==> config.mk <==
export PLATFORM = sky130hd
export DESIGN_NAME = bist_ctrl_param
export DESIGN_NICKNAME = d
export VERILOG_FILES = /design/src/rtl/bist_ctrl_param.sv
export SDC_FILE = /design/constraint.sdc
export NUM_CORES = 1
export LEC_CHECK = 0
export CORE_MARGIN = 3
export CORE_UTILIZATION = 44
export CTS_BUF_LIST = sky130_fd_sc_hd__clkbuf_4 sky130_fd_sc_hd__clkbuf_8 sky130_fd_sc_hd__clkbuf_16
export CTS_CLUSTER_SIZE = 12
export DETAILED_ROUTE_END_ITERATION = 8
export GPL_TIMING_DRIVEN = 0
export HOLD_SLACK_MARGIN = 0.03
export PLACE_DENSITY = 0.8
export SYNTH_ARGS = -nofsm -noshare
export SYNTH_HDL_FRONTEND = slang
export SYNTH_SLANG_ARGS = --single-unit
==> constraint.sdc <==
create_clock -name clk -period 2 [get_ports clk]
set_input_delay 0.6 -clock clk [delete_from_list [all_inputs] [get_ports clk]]
set_output_delay 0.6 -clock clk [all_outputs]
set_load 0.01 [all_outputs]
==> src/rtl/bist_ctrl_param.sv <==
// BIST controller: LFSR pattern source, MISR response compactor, golden-signature compare.
// Define BIST_SIG_DBG_EN to expose the MISR (sig_out) and pattern counter (pat_cnt).
module bist_ctrl_param #(
    parameter int              PI_W         = 35,
    parameter int              PO_W         = 49,
    parameter int              NUM_PATTERNS = 2000,
    parameter int              WARMUP       = 0,
    parameter logic [PI_W-1:0] LFSR_POLY    = PI_W'('h5),
    parameter logic [PI_W-1:0] LFSR_SEED    = PI_W'('h1),
    parameter logic [PO_W-1:0] MISR_POLY    = PO_W'('h21),
    parameter logic [PO_W-1:0] GOLDEN_SIG   = PO_W'('h0),
    localparam int             CW           = $clog2(NUM_PATTERNS + 1)
) (
    input  logic            clk,
    input  logic            rst,
    input  logic            bistmode,
    input  logic [PI_W-1:0] pi,
    input  logic [PO_W-1:0] cut_po,
    output logic [PI_W-1:0] cut_pi,
`ifdef BIST_SIG_DBG_EN
    output logic [PO_W-1:0] sig_out,
    output logic [CW-1:0]   pat_cnt,
`endif
    output logic            bist_busy,
    output logic            bistdone,
    output logic            bistpass
);

    // A zero seed would lock the LFSR, so it is replaced by 1.
    localparam logic [PI_W-1:0] SEED_EFF = (LFSR_SEED == '0) ? PI_W'(1) : LFSR_SEED;
    localparam logic [CW-1:0]   LAST     = CW'(NUM_PATTERNS - 1);

    typedef enum logic [2:0] {IDLE, INIT, RUN, CMP, DONE} state_t;

    state_t          state;
    logic [PI_W-1:0] lfsr;
    logic [PI_W-1:0] lfsr_step;
    logic [PO_W-1:0] misr;
    logic [PO_W-1:0] misr_step;
    logic [CW-1:0]   cnt;
    logic            misr_en;

    always_comb begin
        lfsr_step = {lfsr[PI_W-2:0], ^(lfsr & LFSR_POLY)};
        if (lfsr_step == '0) lfsr_step = SEED_EFF;
    end

    assign misr_step = {misr[PO_W-2:0], ^(misr & MISR_POLY)} ^ cut_po;

    // Warm-up gate resolved at elaboration so degenerate cases need no compare.
    generate
        if (WARMUP == 0) begin : g_nowarm
            assign misr_en = 1'b1;
        end else if (WARMUP >= NUM_PATTERNS) begin : g_allwarm
            assign misr_en = 1'b0;
        end else begin : g_warm
            assign misr_en = (cnt >= CW'(WARMUP));
        end
    endgenerate

    assign cut_pi = (state == IDLE) ? pi : lfsr;

`ifdef BIST_SIG_DBG_EN
    assign sig_out = misr;
    assign pat_cnt = cnt;
`endif

    always_ff @(posedge clk or negedge rst) begin
        if (!rst) begin
            state     <= IDLE;
            lfsr      <= SEED_EFF;
            misr      <= '0;
            cnt       <= '0;
            bist_busy <= 1'b0;
            bistdone  <= 1'b0;
            bistpass  <= 1'b0;
        end else begin
            case (state)
                IDLE: if (bistmode) begin
                    // Seed on entry so INIT already presents the first pattern.
                    state     <= INIT;
                    lfsr      <= SEED_EFF;
                    misr      <= '0;
                    cnt       <= '0;
                    bist_busy <= 1'b1;
                    bistdone  <= 1'b0;
                    bistpass  <= 1'b0;
                end
                INIT: if (!bistmode) begin
                    state     <= IDLE;
                    bist_busy <= 1'b0;
                end else begin
                    state    <= RUN;
                    lfsr     <= SEED_EFF;
                    misr     <= '0;
                    cnt      <= '0;
                    bistdone <= 1'b0;
                    bistpass <= 1'b0;
                end
                RUN: if (!bistmode) begin
                    state     <= IDLE;
                    bist_busy <= 1'b0;
                end else begin
                    lfsr <= lfsr_step;
                    cnt  <= cnt + CW'(1);
                    if (misr_en) misr <= misr_step;
                    if (cnt == LAST) begin
                        state     <= CMP;
                        bist_busy <= 1'b0;
                    end
                end
                CMP: begin
                    bistpass <= (misr == GOLDEN_SIG);
                    bistdone <= 1'b1;
                    state    <= DONE;
                end
                DONE: if (!bistmode) begin
                    state    <= IDLE;
                    bistdone <= 1'b0;
                    bistpass <= 1'b0;
                end
                default: begin
                    state     <= IDLE;
                    bist_busy <= 1'b0;
                end
            endcase
        end
    end

endmodule

==> flow_summary_export.csv, run 1 <==
group,metric,value,unit
timing,setup_viol,35,
grt,antenna_found_initial,0,
floorplan,core,0.0105,sq mm
cts,cts-hold-fix-buffers,0,
timing,fmax,416,MHz
logic_synthesis,avgSynthCellArea,10.7,sq um
floorplan,start_util,46.0,%
floorplan,io-pin-count,125,
layout,layout.cells.non_filler,739,
timing,slew_violations,0,
layout,multi_input_area,0.00232,sq mm
logic_synthesis,synth_warnings,0,
layout,num_antenna_cells,0,
logic_synthesis,synth_cells,454,
layout,final_nets,688,
grt,grt_max_degree,64,
routing,vias,4089,
floorplan,rows,37,
power,power.density,855,mW/mm^2
layout,ff_latch_area,0.00253,sq mm
layout,fill_cells,847,
setup_path,critPathSlowestCell,"dfrtp_1",
setup_path,slowest_delay,0.43,ns
timing,layout_setup_ws,-0.405,ns
setup_path,required,1.40,ns
timing,skew,0.0138,ns
setup_path,startpoint_type,"flop",
grt,gr-usage-all-layers,20.5,%
placed_design,dp_hpwl,8.95,mm
cts,clock_path_buffers,2,
cts,cts_root_buffer,"clkbuf_8",
timing,rsz0062_at_grt,"yes",
grt,gr-total-overflow,0,
setup_path,worstSetupPathType,"reg -> out",
cts,cts_buffers,9,
layout,syn2layout_area_growth,40.8,%
routing,first_pass_iters,5,
timing,period_needed,2.41,ns
routing,drt-initial-drc-count,149,
floorplan,die_h,111,um
min_path,hold_path.class,"in -> async",
placed_design,gp_congestion,0.828,
floorplan,dieArea,0.0123,sq mm
run_status,failed_checks,"setup timing",
cts,cts_tree,"built",
grt,first_global_vias,4079,
setup_path,crit_fanout,5,
timing,maxSlewHeadroom,62.3,%
layout,design_area,0.00681,sq mm
logic_synthesis,synth_seq_cells,101,
cts,insertion_delay,0.36,ns
routing,viasPerCell,5.53,
placed_design,io_buffers,124,
setup_path,crit_start,"state[0]$_DFFE_PN0P_",
run_status,status,"finished, violations left",
run,cap_violations,0,
routing,wl,12.7,mm
placed_design,dp_cells,715,
timing,hold_ws,0.219,ns
grt,grt_pass1_wl,20.8,mm
cts,clkSinkCount,101,
power,p_leak,3.00,nW
setup_path,path_cells,"nor3_4 > buf_6 > buf_8 > mux2_4 > buf_6",
layout,utilization,64.8,%
timing,worst_pin_slew,0.564,ns
floorplan,die_w,111,um
logic_synthesis,ys_seq_area_share,52.3,%
setup_path,reg2reg_from,"state[0]$_DFFE_PN0P_",
cts,htreeDepth,3,
timing,period_share,120,%
routing,drc_errors,0,
setup_path,critPathArrivalTime,1.81,ns
routing,wire_per_inst,17.1,um
placed_design,dpl-instance-area,0.00628,sq mm
timing,finalHoldViolCount,0,
cts,clk_pin_slew,0.09,ns
layout,post_route_cells_drive_above_1_share,19.6,%
power,irDropWorstVdd,0.000356,V
routing,drtAntennaViolNets,0,
logic_synthesis,synthesis.area,0.00484,sq mm
setup_path,crit_path_end_kind,"output pin",
setup_path,crit_top_cell,"buf_6",
logic_synthesis,synth_cell_types,35,
logic_synthesis,syn_nets,543,
metal layers:
metal,wire length (um),track usage [%],vias to the layer above,part of all wire [%]
met2,6390,34.5,129,50
met1,5540,27.4,2028,44
met4,109,5.99,0,0.86
met5,0,0,-,0
met3,634,3.44,13,5.0
li1,-,-,1919,-
through the flow:
stage	TNS [ns]	total power, mW	setup slack [ns]
3_5_place_dp	-60.35	4.05	-0.871
3_3_place_gp	-381.43	3.99	-3.25
2_1_floorplan	-0.569	3.28	-0.0266
4_1_cts	-12.72	5.87	-0.422
6_report	-13.04	5.82	-0.405
5_1_grt	-15.20	6.10	-0.442
worst max-delay path: cells and delay by family, from the launching register on:
family        cells  cell delay (ns)
simple gates      1             0.25
flops             1             0.43
mux               1             0.31
buf+inv           3             0.45
cell usage in the layout, fill, tap and decap left out, types with 9 or more instances in the layout:
cell type,Yosys,final
xnor2_1,50,50
buf_6,0,36
mux2_4,0,32
clkbuf_1,9,9
o21ai_0,57,55
clkdlybuf4s50_1,0,87
clkbuf_8,0,10
nand2_1,64,63
nor2_1,10,10
dfrtp_1,100,99
buf_2,16,12
a21oi_1,11,11
a22o_1,32,32
nor4_1,18,18
kinds of logic after synthesis:
family	count (synthesis)	synth area share, %
and+or+nand+nor	131	13.5
muxes	33	7.68
xor gates and xnor gates	53	9.60
buffers and inverters	28	2.59
AOI/OAI and AO/OA	106	13.9
adders and majority gates	2	0.517
DFF	101	52.3
state kept, by name, summed over array words and instances, names as in the netlist:
name / count
state: 3
misr: 49
bist_busy: 1
bistpass: 1
lfsr: 35
bistdone: 1
cnt: 11
worst paths after layout:
kind	end	slack [ns]	cells past startpoint
max	cut_pi[4]	-0.41	5
min reg2reg	bist_busy$_DFFE_PN0P_	0.50	2
min	misr[45]$_DFFE_PN0P_	0.22	1
min in group clk	bist_busy$_DFFE_PN0P_	0.50	2
max reg2reg	lfsr[22]$_DFFE_PN0P_	0.04	6
max in group asynchronous	lfsr[0]$_DFFE_PN1P_	1.07	2
Yosys cell counts:
cell type,instances,area (sq um)
clkbuf_1,9,33.8
nand4_1,7,43.8
nor3_2,1,10.0
nor2b_1,2,12.5
nor3b_1,2,15.0
dfstp_2,1,26.3
nor4b_1,1,8.76
o31a_1,1,8.76
buf_2,16,80.1
xor2_1,3,26.3
nor4bb_1,1,10.0
o21ai_0,57,285
nand2b_1,1,6.26
o32a_1,1,10.0
nor3_1,4,20.0
or3b_2,2,17.5
and3_1,1,6.26
nor2_1,10,37.5
o31ai_1,3,22.5
a22o_1,32,280
ha_1,2,25.0
or2_2,1,6.26
or4_1,3,22.5
nand3_1,5,25.0
nor4_1,18,113
nand3b_1,2,15.0
xnor2_1,50,438
dfrtp_1,100,2500
o32ai_1,1,8.76
mux2_2,33,372
and4_1,2,17.5
or3_1,4,25.0
inv_1,3,11.3
a21oi_1,11,55.1
nand2_1,64,240
power by group:
group,switching (mW),internal (mW)
logic,0.848,1.15
clock network,0.678,0.745
registers,0.187,2.21
final cells by class:
cell class,instances,share of cell area (%)
plain buffers,23,1.89
clock buffers,11,2.13
clock inverters,4,1.07
inverters,3,0.165
multi-input cells,325,34.0
flip-flops and latches,101,37.1
well taps,136,2.50
repair buffers,136,21.1
what timing repair did:
| item | CTS | global route |
|---|---|---|
| buffers inserted | 8 | 2 |
| resized for setup | 219 | 14 |
| setup endpoints to repair | 55 | 37 |
| gates cloned | 2 | 0 |
| pin swaps | 1 | 2 |
Power figures use the tool's default switching activity.
==> inputs of run 2 (changes only) <==
Settings changed: CORE_UTILIZATION 44 to 49, DONT_BUFFER_PORTS set to 1, PLACE_DENSITY 0.8 to 0.7, TNS_END_PERCENT set to 100.
==> run 2 against run 1 <==
Net effect:
- the run ends with hold timing, setup timing left
- routed wire length down 14%
- design area shrank 20%
- clock-buffer cell count did not move
- sequential power hardly changed
- cell count decreased by 18%
- hold slack got worse by 0.29 ns
- via count shrank 14%
- non-clock buffer count down 129
- die area fell by 9.7%
- utilization decreased by 7.2 points
- critical path depth shrank 1
==> flow_summary_export.csv, run 2 (same netlist as run 1, synthesis figures left out) <==
group,metric,value,unit
routing,drt-initial-drc-count,165,
setup_path,path_cells,"nor3_4 > buf_12 > buf_12 > mux2_4",
cts,htreeDepth,3,
timing,rsz0062_at_grt,"yes",
layout,post_route_cells_drive_above_1_share,16.4,%
cts,insertion_delay,0.36,ns
timing,setup_viol,35,
setup_path,r2r_slack,0.07,ns
layout,final_nets,559,
placed_design,gp_congestion,0.782,
timing,finalHoldViolCount,100,
power,p_leak,2.39,nW
floorplan,die_h,105,um
run_status,status,"finished, violations left",
min_path,hold_path.class,"in -> async",
setup_path,path_buf_inv,2,
timing,worst_pin_slew,0.582,ns
setup_path,reg2reg_from,"state[0]$_DFFE_PN0P_",
floorplan,start_util,51.4,%
routing,drtAntennaViolNets,0,
setup_path,startpoint_type,"flop",
routing,vias,3500,
timing,period_needed,2.24,ns
layout,num_antenna_cells,0,
layout,final_common_cell,"dfrtp_1",
floorplan,rows,35,
layout,utilization,57.6,%
floorplan,io-pin-count,125,
setup_path,crit_top_cell,"buf_12",
placed_design,dp_hpwl,7.80,mm
setup_path,critPathSlowestCell,"dfrtp_2",
layout,top_regs,"misr (49), lfsr (35), cnt (11)",
layout,mostFrequentLayoutCells,"dfrtp_1, nand2_1, o21ai_0, xnor2_1, mux2_4",
placed_design,dp_cells,583,
grt,grt_max_degree,102,
timing,period_share,112,%
layout,layout.cells.non_filler,604,
grt,antenna_found_initial,0,
setup_path,cpLargestDelayFamily,"flip-flops",
timing,skew,0.0152,ns
routing,wl,10.9,mm
routing,wire_per_inst,18.0,um
grt,grt_use_met1,26.3,%
grt,grt_pass1_wl,17.8,mm
run,cap_violations,0,
setup_path,crit_path_end_kind,"output pin",
cts,clk_pin_slew,0.10,ns
placed_design,io_buffers,0,
timing,hold_ws,-0.0693,ns
power,p_total,4.99,mW
cts,clkSinkCount,101,
routing,drc_errors,0,
routing,viasPerCell,5.79,
setup_path,worst_r2r_endpoint,"lfsr[2]$_DFFE_PN0P_",
grt,first_global_vias,3509,
timing,maxSlewHeadroom,61.1,%
layout,syn2layout_area_growth,12.2,%
setup_path,r2r_cells,7,
grt,gr-total-overflow,0,
cts,cts_buffers,9,
grt,gr-usage-all-layers,19.9,%
power,power.density,920,mW/mm^2
grt,grt_use_met2,32.8,%
floorplan,dieArea,0.0111,sq mm
floorplan,die_w,105,um
setup_path,required,1.40,ns
layout,regMostFlops,"misr",
timing,layout_setup_ws,-0.237,ns
cts,cts_root_buffer,"clkbuf_8",
setup_path,worstSetupPathType,"reg -> out",
cts,cts_tree,"built",
timing,slew_violations,0,
timing,tns,-7.64,ns
floorplan,core,0.00942,sq mm
setup_path,critPathArrivalTime,1.64,ns
setup_path,crit_fanout,10,
power,irDropWorstVdd,0.000526,V
layout,largest_register_ffs,49,
cts,clock_path_buffers,2,
setup_path,slowest_delay,0.43,ns
run_status,failed_checks,"hold timing, setup timing",
grt,grt-busiest-layer,"met2",
timing,fmax,447,MHz
grt,met3_usage,5.33,%
routing,first_pass_iters,5,
## run 2: worst max-delay path by stage
stage / slack (ns) / cells past startpoint / end / startpoint
finish: -0.24 / 4 / cut_pi[25] / state[2]$_DFFE_PN0P_
global route: -0.30 / 4 / cut_pi[22] / state[2]$_DFFE_PN0P_
CTS: -0.25 / 4 / cut_pi[22] / state[0]$_DFFE_PN0P_
detailed placement: -0.32 / 4 / cut_pi[13] / state[2]$_DFFE_PN0P_
global placement: -0.29 / 4 / cut_pi[17] / state[2]$_DFFE_PN0P_
floorplan: -0.03 / 4 / cut_pi[10] / state[2]$_DFFE_PN0P_
## run 2: what timing repair did
item | in CTS | in global routing
setup buffers | 4 | 2
setup endpoints to repair | 35 | 35
gates cloned | 0 | 0
gates resized for setup | 49 | 3
pin swaps | 1 | 1
endpoints found under the hold margin | 100 | 100
## run 2: through the flow
stage	hold WS (ns)	instance area [sq um]	setup slack (ns)
2_1_floorplan	0.304	4840	-0.0266
3_3_place_gp	0.309	5000	-0.290
3_5_place_dp	0.308	5000	-0.322
4_1_cts	-0.0844	5400	-0.253
5_1_grt	-0.0986	5430	-0.302
6_report	-0.0693	5430	-0.237
## run 2: final cells by class
cell class	count	area, sq um
plain buffers	24	154
clock buffers	11	145
clock inverters	5	42.5
fillers	826	3990
inverters	3	11.3
multi-input cells	325	2320
flip-flops and latches	101	2530
well taps	129	161
repair buffers	6	61.3
## run 2: metal layers
| layer | part of all wire [%] | vias up |
|---|---|---|
| li1 | - | 1651 |
| met3 | 7.2 | 10 |
| met4 | 0.94 | 0 |
| met1 | 44 | 1716 |
| met2 | 48 | 123 |
| met5 | 0 | - |
## run 2: where the power goes
| part | total [mW] | switching, mW | internal (mW) |
|---|---|---|---|
| logic | 1.35 | 0.662 | 0.690 |
| clock network | 1.24 | 0.718 | 0.518 |
| registers | 2.40 | 0.188 | 2.21 |
| total | 4.99 | 1.57 | 3.42 |
==> inputs of run 3 (changes only) <==
Settings changed: SETUP_SLACK_MARGIN set to 0.4.
Clock period 2 ns to 1.9 ns, I/O delays scaled along.
==> run 3 against run 2 <==
Net effect:
- the flow still finishes with violations (hold timing, setup timing)
- clock power grew 9%
- worst setup slack got worse by 0.14 ns
- utilization increased by 12 points
- sequential share of layout area is 8.0 points lower
==> flow_summary_export.csv, run 3 (same netlist as run 1, synthesis figures left out) <==
group,metric,value,unit
layout,utilization,69.6,%
layout,post_route_cells_drive_above_1_share,42.4,%
setup_path,reg2reg_from,"state[2]$_DFFE_PN0P_",
timing,period_share,120,%
routing,drc_errors,0,
timing,skew,0.00790,ns
placed_design,dp_hpwl,7.78,mm
floorplan,dieArea,0.0111,sq mm
cts,cts_buffers,9,
setup_path,crit_start,"state[0]$_DFFE_PN0P_",
timing,rsz0062_at_grt,"yes",
routing,viasPerCell,5.90,
setup_path,crit_fanout,10,
setup_path,startpoint_type,"flop",
timing,setup_viol,35,
timing,finalHoldViolCount,100,
setup_path,crit_path_end_kind,"output pin",
run_status,status,"finished, violations left",
timing,slew_violations,0,
floorplan,die_h,105,um
setup_path,r2r_slack,0.09,ns
min_path,hold_path.class,"in -> async",
routing,drtAntennaViolNets,0,
timing,fmax,439,MHz
placed_design,io_buffers,0,
routing,vias,3825,
grt,grt_use_met2,38.2,%
routing,drt-initial-drc-count,141,
run_status,failed_checks,"hold timing, setup timing",
floorplan,die_w,105,um
setup_path,r2r_cells,11,
timing,period_needed,2.28,ns
power,irDropWorstVdd,0.000487,V
floorplan,io-pin-count,125,
grt,grt_use_met1,28.4,%
timing,layout_setup_ws,-0.377,ns
timing,tns,-12.31,ns
layout,largest_register_ffs,49,
layout,layout.cells.non_filler,648,
floorplan,core,0.00942,sq mm
power,p_leak,2.91,nW
layout,final_nets,603,
cts,clk_pin_slew,0.11,ns
grt,antenna_found_initial,0,
power,power.density,926,mW/mm^2
layout,design_area,0.00655,sq mm
routing,first_pass_iters,4,
layout,top_regs,"misr (49), lfsr (35), cnt (11)",
cts,insertion_delay,0.38,ns
cts,clock_path_buffers,2,
grt,grt-busiest-layer,"met2",
cts,cts_root_buffer,"clkbuf_8",
cts,clkSinkCount,101,
placed_design,pre_cts_slack,-0.357,ns
layout,final_common_cell,"dfrtp_1",
grt,gr-usage-all-layers,22.8,%
timing,hold_ws,-0.130,ns
routing,wire_per_inst,19.7,um
run,cap_violations,0,
cts,htreeDepth,3,
layout,mostFrequentLayoutCells,"dfrtp_1, o21ai_2, nand2_1, xnor2_1, mux2_4",
routing,wl,12.8,mm
setup_path,required,1.33,ns
placed_design,gp_congestion,0.788,
placed_design,dpl-instance-area,0.00511,sq mm
grt,first_global_vias,3889,
layout,num_antenna_cells,0,
setup_path,critPathArrivalTime,1.71,ns
grt,gr-total-overflow,0,
power,p_total,6.06,mW
grt,met3_usage,6.92,%
floorplan,rows,35,
placed_design,dp_cells,583,
timing,worst_pin_slew,0.354,ns
grt,grt_max_degree,102,
setup_path,worst_r2r_endpoint,"misr[0]$_DFFE_PN0P_",
floorplan,start_util,51.4,%
grt,grt_pass1_wl,20.0,mm
cts,cts_tree,"built",
layout,regMostFlops,"misr",
timing,maxSlewHeadroom,76.1,%
setup_path,worstSetupPathType,"reg -> out",
layout,syn2layout_area_growth,35.4,%
-- run 3: cell types whose count changed in the layout (fill, tap and decap cells not counted), moves of 13 or more --
cell     change
o21ai_0     -52
o21ai_2     +50
buf_6       +26
buf_8       +17
buf_4       +14
nand2_1     -13
-- run 3: worst max path at each step --
stage                            end  slack [ns]  depth (start not counted)
after global routing      cut_pi[17]       -0.46                          4
after detailed placement  cut_pi[13]       -0.36                          4
after CTS                 cut_pi[13]       -0.35                          4
after global placement    cut_pi[17]       -0.33                          4
after floorplan           cut_pi[10]        -0.1                          4
final                     cut_pi[13]       -0.38                          4
-- run 3: final cells by class --
type	instances	area [sq um]
fill	635	2860
multi-input combinational	325	2750
sequential	101	2530
timing repair buffer	49	569
buffer	25	343
tap	129	161
clock buffer	10	131
clock inverter	6	53.8
inverter	3	11.3
-- run 3: layer usage --
metal	part of all wire [%]	wire length, um
met2	52	6630
met4	1.7	220
met1	39	5000
met3	7.4	945
met5	0	0
-- run 3: critical path: stages (launching register included) --
cell	delay, ns
dfrtp_1	0.43
nor3_4	0.24
buf_6	0.17
buf_12	0.15
mux2_4	0.33
-- run 3: repair_timing --
action                                 CTS  global route
endpoints found under the hold margin  100           100
resized for setup                      210            66
pin swaps                               53            30
gates cloned                            12             0
buffers inserted                        27            10
setup endpoints to repair              134           134
-- run 3: where the power goes --
| part | internal, mW | total (mW) | switching, mW |
|---|---|---|---|
| sequential | 2.33 | 2.55 | 0.224 |
| combinational | 1.19 | 2.16 | 0.972 |
| clock | 0.518 | 1.35 | 0.831 |
| total | 4.04 | 6.06 | 2.03 |
